## src/rtl/line_fmt_pkg.sv

```systemverilog
`default_nettype none
// ============================================================================
// Module      : line_fmt_pkg
// Description : Shared constants, FSM state type and line geometry for the
//               UART line formatter. Line length depends on LINE_FMT_TEMP_EN.
// Revision    : 1.0 - initial release
// ============================================================================
package line_fmt_pkg;

    // ASCII characters used by the fixed parts of the line
    localparam logic [7:0] ASCII_CR    = 8'h0D;
    localparam logic [7:0] ASCII_LF    = 8'h0A;
    localparam logic [7:0] ASCII_MINUS = 8'h2D;
    localparam logic [7:0] ASCII_EQ    = 8'h3D;
    localparam logic [7:0] ASCII_X     = 8'h58;
    localparam logic [7:0] ASCII_Y     = 8'h59;
    localparam logic [7:0] ASCII_Z     = 8'h5A;
    localparam logic [7:0] ASCII_T     = 8'h54;

    // Byte index width; covers the longest (35 byte) line
    localparam int IDX_W = 6;

`ifdef LINE_FMT_TEMP_EN
    localparam int LINE_LEN = 35;
`else
    localparam int LINE_LEN = 25;
`endif

    localparam logic [IDX_W-1:0] LAST = IDX_W'(LINE_LEN - 1);

    typedef enum logic [0:0] {
        IDLE = 1'b0,
        SEND = 1'b1
    } state_t;

    // Sign character for a field: '-' when negative, otherwise the configured char
    function automatic logic [7:0] sign_char(input logic neg, input logic [7:0] pos_char);
        return neg ? ASCII_MINUS : pos_char;
    endfunction

endpackage
`default_nettype wire

```

## src/rtl/line_char_select.sv

```systemverilog
`default_nettype none
// ============================================================================
// Module      : line_char_select
// Description : Maps a byte index plus the latched fields/signs onto the
//               character at that position of the output line. Purely
//               combinational. T field present only with LINE_FMT_TEMP_EN.
// Revision    : 1.0 - initial release
// ============================================================================
module line_char_select
    import line_fmt_pkg::*;
#(
    parameter logic [7:0] POS_CHAR = 8'h2B,
    parameter logic [7:0] SEP_CHAR = 8'h20
) (
    input  logic [IDX_W-1:0] idx_i,
    input  logic [3:0][7:0]  x_digits_i,   // [3] is the most significant digit
    input  logic [3:0][7:0]  y_digits_i,
    input  logic [3:0][7:0]  z_digits_i,
    input  logic             neg_x_i,
    input  logic             neg_y_i,
    input  logic             neg_z_i,
`ifdef LINE_FMT_TEMP_EN
    input  logic [5:0][7:0]  t_digits_i,
    input  logic             neg_t_i,
`endif
    output logic [7:0]       char_o
);

    // Position-to-character lookup for the whole line
    always_comb begin
        char_o = 8'h00;
        case (idx_i)
            6'd0:  char_o = ASCII_X;
            6'd1:  char_o = ASCII_EQ;
            6'd2:  char_o = sign_char(neg_x_i, POS_CHAR);
            6'd3:  char_o = x_digits_i[3];
            6'd4:  char_o = x_digits_i[2];
            6'd5:  char_o = x_digits_i[1];
            6'd6:  char_o = x_digits_i[0];
            6'd7:  char_o = SEP_CHAR;
            6'd8:  char_o = ASCII_Y;
            6'd9:  char_o = ASCII_EQ;
            6'd10: char_o = sign_char(neg_y_i, POS_CHAR);
            6'd11: char_o = y_digits_i[3];
            6'd12: char_o = y_digits_i[2];
            6'd13: char_o = y_digits_i[1];
            6'd14: char_o = y_digits_i[0];
            6'd15: char_o = SEP_CHAR;
            6'd16: char_o = ASCII_Z;
            6'd17: char_o = ASCII_EQ;
            6'd18: char_o = sign_char(neg_z_i, POS_CHAR);
            6'd19: char_o = z_digits_i[3];
            6'd20: char_o = z_digits_i[2];
            6'd21: char_o = z_digits_i[1];
            6'd22: char_o = z_digits_i[0];
`ifdef LINE_FMT_TEMP_EN
            6'd23: char_o = SEP_CHAR;
            6'd24: char_o = ASCII_T;
            6'd25: char_o = ASCII_EQ;
            6'd26: char_o = sign_char(neg_t_i, POS_CHAR);
            6'd27: char_o = t_digits_i[5];
            6'd28: char_o = t_digits_i[4];
            6'd29: char_o = t_digits_i[3];
            6'd30: char_o = t_digits_i[2];
            6'd31: char_o = t_digits_i[1];
            6'd32: char_o = t_digits_i[0];
            6'd33: char_o = ASCII_CR;
            6'd34: char_o = ASCII_LF;
`else
            6'd23: char_o = ASCII_CR;
            6'd24: char_o = ASCII_LF;
`endif
            default: char_o = 8'h00;
        endcase
    end

endmodule
`default_nettype wire

```

## src/rtl/uart_line_formatter.sv

```systemverilog
`default_nettype none
// ============================================================================
// Module      : uart_line_formatter
// Description : Latches one sample set of ASCII digit fields and signs on a
//               trigger pulse and streams the formatted text line to the UART
//               transmitter over a valid/ready byte handshake. Triggers that
//               arrive while a line is in progress are counted and dropped.
//               Macro LINE_FMT_TEMP_EN adds the T field (35-byte line);
//               without it the line is 25 bytes and the T inputs are unused.
// Revision    : 1.0 - initial release
// ============================================================================
module uart_line_formatter
    import line_fmt_pkg::*;
#(
    parameter logic [7:0] POS_CHAR   = 8'h2B,
    parameter logic [7:0] SEP_CHAR   = 8'h20,
    parameter int         DROP_CNT_W = 8
) (
    input  logic                  clk,
    input  logic                  reset,
    input  logic                  data_ready_for_printing_i,
    input  logic [7:0]            ascii_X1_i,
    input  logic [7:0]            ascii_X2_i,
    input  logic [7:0]            ascii_X3_i,
    input  logic [7:0]            ascii_X4_i,
    input  logic [7:0]            ascii_Y1_i,
    input  logic [7:0]            ascii_Y2_i,
    input  logic [7:0]            ascii_Y3_i,
    input  logic [7:0]            ascii_Y4_i,
    input  logic [7:0]            ascii_Z1_i,
    input  logic [7:0]            ascii_Z2_i,
    input  logic [7:0]            ascii_Z3_i,
    input  logic [7:0]            ascii_Z4_i,
    input  logic [7:0]            ascii_T1_i,
    input  logic [7:0]            ascii_T2_i,
    input  logic [7:0]            ascii_T3_i,
    input  logic [7:0]            ascii_T4_i,
    input  logic [7:0]            ascii_T5_i,
    input  logic [7:0]            ascii_T6_i,
    input  logic                  is_negative_X_i,
    input  logic                  is_negative_Y_i,
    input  logic                  is_negative_Z_i,
    input  logic                  is_negative_T_i,
    output logic [7:0]            tx_data_o,
    output logic                  tx_valid_o,
    input  logic                  tx_ready_i,
    output logic                  busy_o,
    output logic                  line_done_o,
    output logic [DROP_CNT_W-1:0] dropped_count_o
);

    state_t                state_q, state_d;
    logic [IDX_W-1:0]      idx_q, idx_d;
    logic                  line_done_q, line_done_d;
    logic [DROP_CNT_W-1:0] drop_q, drop_d;
    logic                  latch_en;

    logic [3:0][7:0]       x_q, y_q, z_q;
    logic                  neg_x_q, neg_y_q, neg_z_q;
    logic [7:0]            w_char;

    // FSM, index, done pulse and drop counter registers
    always_ff @(posedge clk or posedge reset) begin
        if (reset) begin
            state_q     <= IDLE;
            idx_q       <= '0;
            line_done_q <= 1'b0;
            drop_q      <= '0;
        end else begin
            state_q     <= state_d;
            idx_q       <= idx_d;
            line_done_q <= line_done_d;
            drop_q      <= drop_d;
        end
    end

    // Field/sign capture; only loaded when a trigger starts a new line
    always_ff @(posedge clk or posedge reset) begin
        if (reset) begin
            x_q     <= '0;
            y_q     <= '0;
            z_q     <= '0;
            neg_x_q <= 1'b0;
            neg_y_q <= 1'b0;
            neg_z_q <= 1'b0;
        end else if (latch_en) begin
            x_q     <= {ascii_X1_i, ascii_X2_i, ascii_X3_i, ascii_X4_i};
            y_q     <= {ascii_Y1_i, ascii_Y2_i, ascii_Y3_i, ascii_Y4_i};
            z_q     <= {ascii_Z1_i, ascii_Z2_i, ascii_Z3_i, ascii_Z4_i};
            neg_x_q <= is_negative_X_i;
            neg_y_q <= is_negative_Y_i;
            neg_z_q <= is_negative_Z_i;
        end
    end

    // Next-state logic: start on trigger in IDLE, advance on each accepted byte,
    // count (saturating) every trigger seen while a line is in progress
    always_comb begin
        state_d     = state_q;
        idx_d       = idx_q;
        line_done_d = 1'b0;
        drop_d      = drop_q;
        latch_en    = 1'b0;
        case (state_q)
            IDLE: begin
                if (data_ready_for_printing_i) begin
                    latch_en = 1'b1;
                    idx_d    = '0;
                    state_d  = SEND;
                end
            end
            SEND: begin
                if (data_ready_for_printing_i && (drop_q != {DROP_CNT_W{1'b1}})) begin
                    drop_d = drop_q + {{(DROP_CNT_W-1){1'b0}}, 1'b1};
                end
                if (tx_ready_i) begin
                    if (idx_q == LAST) begin
                        state_d     = IDLE;
                        idx_d       = '0;
                        line_done_d = 1'b1;
                    end else begin
                        idx_d = idx_q + IDX_W'(1);
                    end
                end
            end
            default: begin
                state_d = IDLE;
                idx_d   = '0;
            end
        endcase
    end

`ifdef LINE_FMT_TEMP_EN
    logic [5:0][7:0] t_q;
    logic            neg_t_q;

    // T field capture, same timing as the other fields
    always_ff @(posedge clk or posedge reset) begin
        if (reset) begin
            t_q     <= '0;
            neg_t_q <= 1'b0;
        end else if (latch_en) begin
            t_q     <= {ascii_T1_i, ascii_T2_i, ascii_T3_i, ascii_T4_i, ascii_T5_i, ascii_T6_i};
            neg_t_q <= is_negative_T_i;
        end
    end
`else
    // T inputs stay on the port list for a uniform interface but are not used
    logic w_unused_t;
    assign w_unused_t = ^{ascii_T1_i, ascii_T2_i, ascii_T3_i, ascii_T4_i,
                          ascii_T5_i, ascii_T6_i, is_negative_T_i};
`endif

    line_char_select #(
        .POS_CHAR   (POS_CHAR),
        .SEP_CHAR   (SEP_CHAR)
    ) u_char_select (
        .idx_i      (idx_q),
        .x_digits_i (x_q),
        .y_digits_i (y_q),
        .z_digits_i (z_q),
        .neg_x_i    (neg_x_q),
        .neg_y_i    (neg_y_q),
        .neg_z_i    (neg_z_q),
`ifdef LINE_FMT_TEMP_EN
        .t_digits_i (t_q),
        .neg_t_i    (neg_t_q),
`endif
        .char_o     (w_char)
    );

    // Outputs derive from registered state only, so tx_data is stable while stalled
    assign tx_valid_o      = (state_q == SEND);
    assign busy_o          = (state_q == SEND);
    assign tx_data_o       = (state_q == SEND) ? w_char : 8'h00;
    assign line_done_o     = line_done_q;
    assign dropped_count_o = drop_q;

endmodule
`default_nettype wire
```

## config.mk

```make
export PLATFORM = sky130hd
export DESIGN_NAME = uart_line_formatter
export DESIGN_NICKNAME = d
export VERILOG_FILES = /design/src/rtl/line_fmt_pkg.sv /design/src/rtl/line_char_select.sv /design/src/rtl/uart_line_formatter.sv
export SDC_FILE = /design/constraint.sdc
export NUM_CORES = 1
export LEC_CHECK = 0
export BUFFER_PORTS_ARGS = -buffer_cell sky130_fd_sc_hd__buf_2
export CAP_MARGIN = 30
export CORE_ASPECT_RATIO = 0.8
export CORE_MARGIN = 2
export CORE_UTILIZATION = 47
export DETAILED_ROUTE_END_ITERATION = 8
export PLACE_DENSITY = 0.77
export SYNTH_ARGS = -nofsm -noshare
export SYNTH_HDL_FRONTEND = slang
export SYNTH_HIERARCHICAL = 1
export SYNTH_SLANG_ARGS = --single-unit
```

## constraint.sdc

```tcl
create_clock -name clk -period 3.35 [get_ports clk]
set_input_delay 0.5025 -clock clk [delete_from_list [all_inputs] [get_ports clk]]
set_output_delay 0.5025 -clock clk [all_outputs]
set_load 0.01 [all_outputs]
```

======== Word level (Yosys, flattened, before mapping) ========
Cells that the tools add are included.
word-level totals
  bits in registers ....................... 115
  bits of input ports ..................... 152
  output and inout bits ................... 19
  word-level logic and storage cells ...... 72
cells by class
  add/sub/neg operators ................... 2
  eq/ne operators ......................... 27
  mux-type cells .......................... 17
  bitwise logic cells ..................... 1
  reductions and logical operators ........ 6
operators with widths
  operator                                                                number
  8-bit case mux with 22 select lines                                     1
  6-bit by 5-bit equality test with 1-bit output (second input constant)  9
  6-bit by 4-bit equality test with 1-bit output (second input constant)  8
  6-bit by 3-bit equality test with 1-bit output (second input constant)  4
  6-bit 2-to-1 mux                                                        3
  6-bit by 2-bit equality test with 1-bit output (second input constant)  2
  6-bit case mux with 2 select lines                                      1
  3-bit 2-to-1 mux                                                        3
  8-bit by 1-bit adder with 8-bit output (second input constant)          1
  8-bit 2-to-1 mux                                                        1
  8-bit inequality test (second input constant)                           1
  1-bit 2-to-1 mux                                                        7
  6-bit by 1-bit adder with 6-bit output (second input constant)          1
  6-bit by 1-bit equality test with 1-bit output (second input constant)  1
  6-bit zero test                                                         1
  2-bit inequality test (second input constant)                           2
  2-bit AND reduction                                                     2
  3-bit OR reduction                                                      1
  1-bit case mux with 2 select lines                                      1
  2-bit OR reduction                                                      1
  1-bit logical AND                                                       1
  1-bit inverter                                                          1

======== Logic depth before layout (Yosys ltp) ========
Gate-level depths: netlist (run 1).
  depth after elaboration ................. 4
  mapped depth ............................ 8
  gate-level depth less buffers ........... 6

======== Modules after synthesis ========
Netlist (run 1), hierarchy kept.
modules (own cells, without submodules)
  module               instances  cells an instance  area each (um^2)  sequential area each (um^2)
  uart_line_formatter  1          302                4,640.7           2,877.8
  line_char_select     1          161                1,149.9           0.0

======== Least setup slack after synthesis (run 1) ========
OpenSTA, ideal clock, no wires.
  path kind ............................... register to output
  start ................................... reg idx_q[0]
  end ..................................... out tx_data_o[0]
  arrival ................................. 1,838 ps
  data required time ...................... 2,847 ps
  path slack .............................. 1,009 ps
  stages on the path, launching flop included .. 8
  path buffers ............................ 1
  cells stage by stage .................... dfrtp_1 buf_2 mux2i_1 nor3_1 a21oi_1 nand4_1 or4b_1 and2_1
on the way
  word-level cells in the longest chain between the ends .. 4
  elaborated cells on any way between the ends .. 29
  those cells by class .................... eq/ne (24); mux (2); reduce/logical (3)
RTL lines
  item                                                                       line                        RTL
  start, declared                                                            uart_line_formatter.sv:53   logic [IDX_W-1:0] idx_q, idx_d;
  start signal, assigned                                                     uart_line_formatter.sv:71   idx_q <= idx_d;
  6-bit by 1-bit equality test with 1-bit output (tied with other cells)     line_char_select.sv:32      case (idx_i)
  3-bit OR reduction (no source line) or 2-bit OR reduction (tied branches)  n/a
  8-bit case mux with 22 select lines *                                      line_char_select.sv:32
  net w_char[0]                                                              uart_line_formatter.sv:60   logic [7:0] w_char;
  8-bit 2-to-1 mux *                                                         uart_line_formatter.sv:175  assign tx_data_o = (state_q == SEND) ? w_char : 8'h00;
  end, declared                                                              uart_line_formatter.sv:44   output logic [7:0] tx_data_o,
Mark *: on every way through the listed nets, which the timed path passes. The rest lies on a longest branch.

======== Worst setup path in the final report (run 1) ========
  start ................................... reg idx_q[2]
  end ..................................... out tx_data_o[0]
Same word-level chain as after synthesis.

==> results of run 1 <==
-- flip-flops by register name, indices dropped and copies added, names as in the netlist --
signal,cells
busy_o,1
dropped_count_o,8
idx_q,6
line_done_o,1
neg_x_q,1
neg_y_q,1
neg_z_q,1
x_q,32
y_q,32
z_q,32
-- worst reg2reg max path, stage by stage (launching register included) --
cell     delay [ns]
dfrtp_1        0.71
nor2b_4        0.70
buf_12         0.34
mux2_2         0.40
-- cell usage in the layout, fill, tap and decap left out, drive strengths merged, types with 3 or more instances in the layout --
cell	count
nor2b	4
nor2	11
a22oi	9
nand2	32
and2	9
a21oi	7
o21ai	10
nor4	5
mux2i	17
a221oi	5
a32o	3
dfrtp	115
ha	3
mux2	102
o211ai	5
nand3	9
a222oi	5
nand2b	9
buf	139
clkinv	5
and4	4
nand4	9
clkinvlp	3
nor3	13
clkbuf	22
o21a	3
a31oi	3
inv	7
-- timing repair --
item	in CTS	in global routing
endpoints found under the setup margin	0	5
resized for setup	0	4
hold buffers	0	0
-- area by class of cell --
| type | count | area share (%) |
|---|---|---|
| Tap cell | 152 | 2.672 |
| Clock buffer | 22 | 6.803 |
| Inverter | 8 | 0.4746 |
| Multi-Input combinational cell | 311 | 37.18 |
| Sequential cell | 115 | 40.48 |
| Timing Repair Buffer | 139 | 10.93 |
| Clock inverter | 9 | 1.459 |
-- cell families after synthesis --
| logic type | synth area share [%] |
|---|---|
| muxes | 23.42 |
| and+or+nand+nor | 12.04 |
| DFF | 49.70 |
| AOI/OAI and AO/OA | 9.270 |
| buffers and inverters | 4.624 |
| adders and majority gates | 0.6483 |
| xor gates and xnor gates | 0.3026 |
-- through the flow --
stage	cells	hold slack, ns	setup slack [ns]	power, mW	area (µm²)
after floorplan	463	0.4720	1.009	2.818	5794
after CTS	756	0.2930	0.03071	5.105	7113
after global placement	725	0.4890	0.5282	3.245	6525
final	756	0.2720	0.1155	5.098	7118
after global routing	756	0.2962	0.01859	5.364	7118
after detailed placement	725	0.4949	0.4749	3.296	6525
-- cells in the mapped netlist (all sizes together) (4+ instances only) --
library cell	count	share of area, %
nor2	11	0.76
nor2b	4	0.69
nor4	5	1.0
o21ai	10	0.86
mux2i	17	2.9
nand3	9	0.78
a221oi	5	0.76
nand2	32	2.1
and4	4	0.65
and2	9	0.97
buf	26	3.9
nand2b	9	1.0
mux2	102	20
a21oi	7	0.67
dfrtp	115	50
a222oi	5	0.86
inv	8	0.52
nor3	13	1.3
nand4	9	0.97
a22oi	9	1.3
o211ai	5	0.65
-- per-layer routing --
metal  share of wire (%)  vias up
li1                    -     1974
met1                  45     2135
met2                  46      188
met3                 7.8       29
met4                 1.7        0
met5                   0        -
-- how the worst min path moves through the flow --
| stage | start | endpoint | slack [ns] | cells after the start |
|---|---|---|---|---|
| floorplan | y_q[9] | y_q[9] | 0.47 | 1 |
| global placement | y_q[13] | y_q[13] | 0.49 | 1 |
| detailed placement | y_q[21] | y_q[21] | 0.49 | 1 |
| CTS | reset | x_q[27] | 0.29 | 3 |
| global route | reset | x_q[27] | 0.30 | 3 |
| finish | reset | x_q[27] | 0.27 | 3 |
-- power breakdown --
group / internal [mW] / switching, mW / total [mW]
sequential: 1.60 / 0.249 / 1.85
combinational: 0.707 / 0.755 / 1.46
clock: 1.16 / 0.627 / 1.79
==> qor.yml, run 1 <==
fin_crit_ns: 3.235
crit_cells: 8
slowest_stage: "dfrtp_1"
drive_gt1_share_pct: 48.01
cpPeakStageDelay_ns: 0.62
synth-seq-cells: 115
critPathRequiredTime_ns: 2.85
status: "finished, final reports clean"
area_growth_pct: 22.93
cts_made_buffers: 17
synthFlopType: "dfrtp_1"
criticalPathCategory: "reg -> out"
clock_sinks: 115
synth_area_um2: 5791
ff2ff_path_depth: 3
finalMaxSlewViolations: 0
crit_end: "tx_data_o[0]"
synth-edff-count: 0
use_met3_pct: 6.276
top_usage_layer: "met2"
io_buffers: 121
drv_cap: 0
cts-root-buf: "clkbuf_16"
worst_pin_slew_ns: 0.8760
grt_pass1_wl_mm: 22.91
route.antenna.remaining_nets: 0
htreeDepth: 4
drc: 0
n_fill_cell: 986
cp-end-kind: "output port"
initial_core_util_pct: 47.79
ys_warn_count: 6
rsz0062_at_grt: "no"
seq_area_um2: 2882
slew_headroom_pct: 41.60
r2r-start: "busy_o"
async_flop_share_pct: 100.0
hpwl_mm: 10.32
clock_latency_ns: 0.42
fin_nets: 747
ir_worst_vdd_v: 0.0004130
grt_overflow: 0
vias: 4326
rows: 36
critPathMaxFanout: 16
clk_pin_slew_worst_paths_ns: 0.05
ys_types: 65
setup-tns-final_ns: 0
p_per_area_nw_per_um2: 716.2
cp_data_arrival_time_ns: 2.73
synth.net_count: 618
die_y_um: 103.3
hold_path.class: "in -> async"
ios: 171
coreArea_um2: 12120
synth-seq-area-share_pct: 49.70
post_cts_buffers: 0
critPathTopFamily: "simple AND/OR/NAND/NOR gates"
cts_tree: "yes"
reg2reg_slack_ns: 1.09
r2r-end: "x_q[6]"
grt_max_degree: 116
grt_pass1_vias: 4339
crit_chain: "buf_4 > nor4_2 > nor2b_4 > a21oi_1 > nand4_1 > or4b_1 > and2_1 > buf_2"
fin_skew_ns: 0.005647
routabilityCongestion: 0.9448
setup_viol: 0
multi_input_area_um2: 2646
use_met2_pct: 35.50
power_leakage_nw: 3.196
num_antenna_cells: 0
hold_violations: 0
fmax_mhz: 309.2
start_kind: "register"
syn_area_per_cell_um2: 12.51
routed_wl_mm: 14.63
routed_via_density: 5.722
drt-pass1-iter-count: 6
fin_util_pct: 58.75
fp.dieW_um: 128.1
use_met1_pct: 32.03
die_area_um2: 13230
cts_max_path_buffers: 2
wl_per_cell_um: 19.35
antenna_found_initial: 0
fin_crit_sh_pct: 96.55
grt_util_all_layers_pct: 23.30
first_iter_violations: 338
netlist_instances: 463
crit_start: "idx_q[2]"
worst-path-buf-inv: 2
No activity file was read; power rests on OpenSTA's default activity.
==> inputs of run 2 (changes only) <==
CORE_UTILIZATION = 46   (was 47)
PLACE_DENSITY = 0.76   (was 0.77)
SYNTH_HIERARCHICAL = default   (was 1)
==> run 2 against run 1 <==
  * Non-clock buffer count unchanged
  * Global-route usage increased by 0.17 points
  * Sequential power shrank 5%
  * Setup slack improved by 0.0010 ns
  * Utilization is 1.5 points higher
  * Synthesized area down 5.5%
  * Total power shrank 8.1%
  * Maximum frequency about the same
  * Die area fell by 3.4%
  * Clock-buffer cell count down 2
  * Clock skew grew 0.0028 ns
  * Largest cell class unchanged
==> qor.yml, run 2 <==
setup_ws_ns: 0.1165
drt-pass1-iter-count: 6
dp_slack_ns: 0.4783
grt_util_all_layers_pct: 23.47
mostFrequentLayoutCells: "buf_2 (121), dfrtp_1 (115), mux2_2 (101)"
worst-path-buf-inv: 2
fp.dieW_um: 125.9
clock_sinks: 115
start_kind: "register"
power_mw: 4.684
synth-edff-count: 0
hold_violations: 0
r2r-end: "z_q[12]"
hold_ws_ns: 0.2183
cp-end-kind: "output port"
rows: 35
initial_core_util_pct: 47.32
grt_pass1_wl_mm: 22.74
cp_data_arrival_time_ns: 2.73
synth.net_count: 582
ir_worst_vdd_v: 0.0004515
crit_start: "idx_q[0]"
crit_chain: "ha_2 > nor3b_4 > buf_4 > and2_4 > a2111oi_4 > and3_1 > a41oi_1 > buf_2"
worst_pin_slew_ns: 0.7745
fmax_mhz: 309.3
r2r-start: "busy_o"
ff2ff_path_depth: 3
power_leakage_nw: 3.130
postCtsHoldBufs: 0
die_area_um2: 12790
critPathMaxFanout: 9
cts_made_buffers: 17
fin_crit_ns: 3.234
syn_area_per_cell_um2: 12.87
synth-seq-area-share_pct: 52.61
reg_top3: "x_q: 32 flops, y_q: 32 flops, z_q: 32 flops"
synth_commonest_cells: "dfrtp_1 (115), mux2_2 (101), a22oi_1 (27)"
clk_pin_slew_worst_paths_ns: 0.06
route.antenna.remaining_nets: 0
instances_no_fill: 722
htreeDepth: 4
yosys-top-cells-area: "dfrtp_1 (53%), mux2_2 (21%), a22oi_1 (3.7%)"
finalMaxSlewViolations: 0
setup_viol: 0
hold_path.class: "in -> async"
coreArea_um2: 11560
io_buffers: 121
netlist.area_leader.share_pct: 52.61
cts-root-buf: "clkbuf_16"
ios: 171
critPathTopFamily: "simple AND/OR/NAND/NOR gates"
synth_area_um2: 5470
critPathRequiredTime_ns: 2.85
grt_max_degree: 116
setup-tns-final_ns: 0
ys_types: 53
synth_top_area_cell: "dfrtp_1"
status: "finished, final reports clean"
fin_nets: 718
vias: 4185
routed_wl_mm: 14.55
clock_latency_ns: 0.42
grt_overflow: 0
synthFlopType: "dfrtp_1"
placed_cells: 689
fin_skew_ns: 0.008431
antenna_found_initial: 0
criticalPathCategory: "reg -> out"
drive_gt1_share_pct: 51.05
slowest_stage: "dfrtp_1"
drc: 0
routabilityCongestion: 0.9365
drv_cap: 0
async_flop_share_pct: 100.0
reg2reg_slack_ns: 1.32
first_iter_violations: 419
grt_pass1_vias: 4266
ys_warn_count: 0
fin_crit_sh_pct: 96.52
hpwl_mm: 10.38
synth_most_common_cell: "dfrtp_1"
area_growth_pct: 27.42
cts_tree: "yes"
cts_max_path_buffers: 2
p_per_area_nw_per_um2: 671.9
num_antenna_cells: 0
synth-seq-cells: 115
slew_headroom_pct: 48.25
routed_via_density: 5.796
die_y_um: 101.5
netlist_instances: 425
wl_per_cell_um: 20.16
cpPeakStageDelay_ns: 0.44
rsz0062_at_grt: "no"
layout_commonest_cell: "buf_2"
## run 2: final cells by class
class	instances	area, µm²
Tap cell	148	185.2
Timing Repair Buffer	139	778.2
Multi-Input combinational cell	280	2475
Sequential cell	115	2878
Inverter	8	33.78
Fill cell	947	4591
Clock inverter	12	153.9
Clock buffer	20	466.7
## run 2: worst max path at each step
stage,to,cells past startpoint
after floorplan,tx_data_o[0],8
after global placement,tx_data_o[3],8
after detailed placement,tx_data_o[0],8
after CTS,tx_data_o[3],8
after global routing,tx_data_o[1],7
final,tx_data_o[0],8
## run 2: power breakdown
group | total [mW] | leakage [nW] | switching [mW] | internal [mW]
combinational | 1.04 | 1.42 | 0.566 | 0.479
sequential | 1.76 | 1.43 | 0.176 | 1.58
clock | 1.88 | 0.287 | 0.652 | 1.23
total | 4.68 | 3.13 | 1.39 | 3.29
## run 2: stage by stage
step / utilization [%] / cell area [µm²]
floorplan: - / 5474
global placement: 54.55 / 6306
detailed placement: 54.55 / 6306
CTS: 59.91 / 6927
global route: 60.29 / 6970
finish: 60.29 / 6970
## run 2: cells by family after synthesis
logic type,share of synthesized area [%]
xor gates and xnor gates,1.121
DFF,52.61
muxes,20.97
adders and majority gates,1.144
AOI/OAI and AO/OA,12.26
and+or+nand+nor,8.943
buffers and inverters,2.951
## run 2: tightest hold or removal path, delay by kind of cell
| family | cells | cell delay, ns |
|---|---|---|
| buffers and inverters | 3 | 0.59 |
## run 2: per-layer routing
layer	vias up	global-route usage (%)	wire length (µm)
li1	1882	-	-
met2	174	34.33	6510
met4	0	11.07	385
met1	2095	31.65	6379
met5	-	0	0
met3	34	8.082	1277
## run 2: what timing repair did
| item | 4_1_cts | 5_1_grt |
|---|---|---|
| gates resized for setup | 0 | 7 |
| setup buffers | 0 | 1 |
| endpoints found under the setup margin | 0 | 5 |
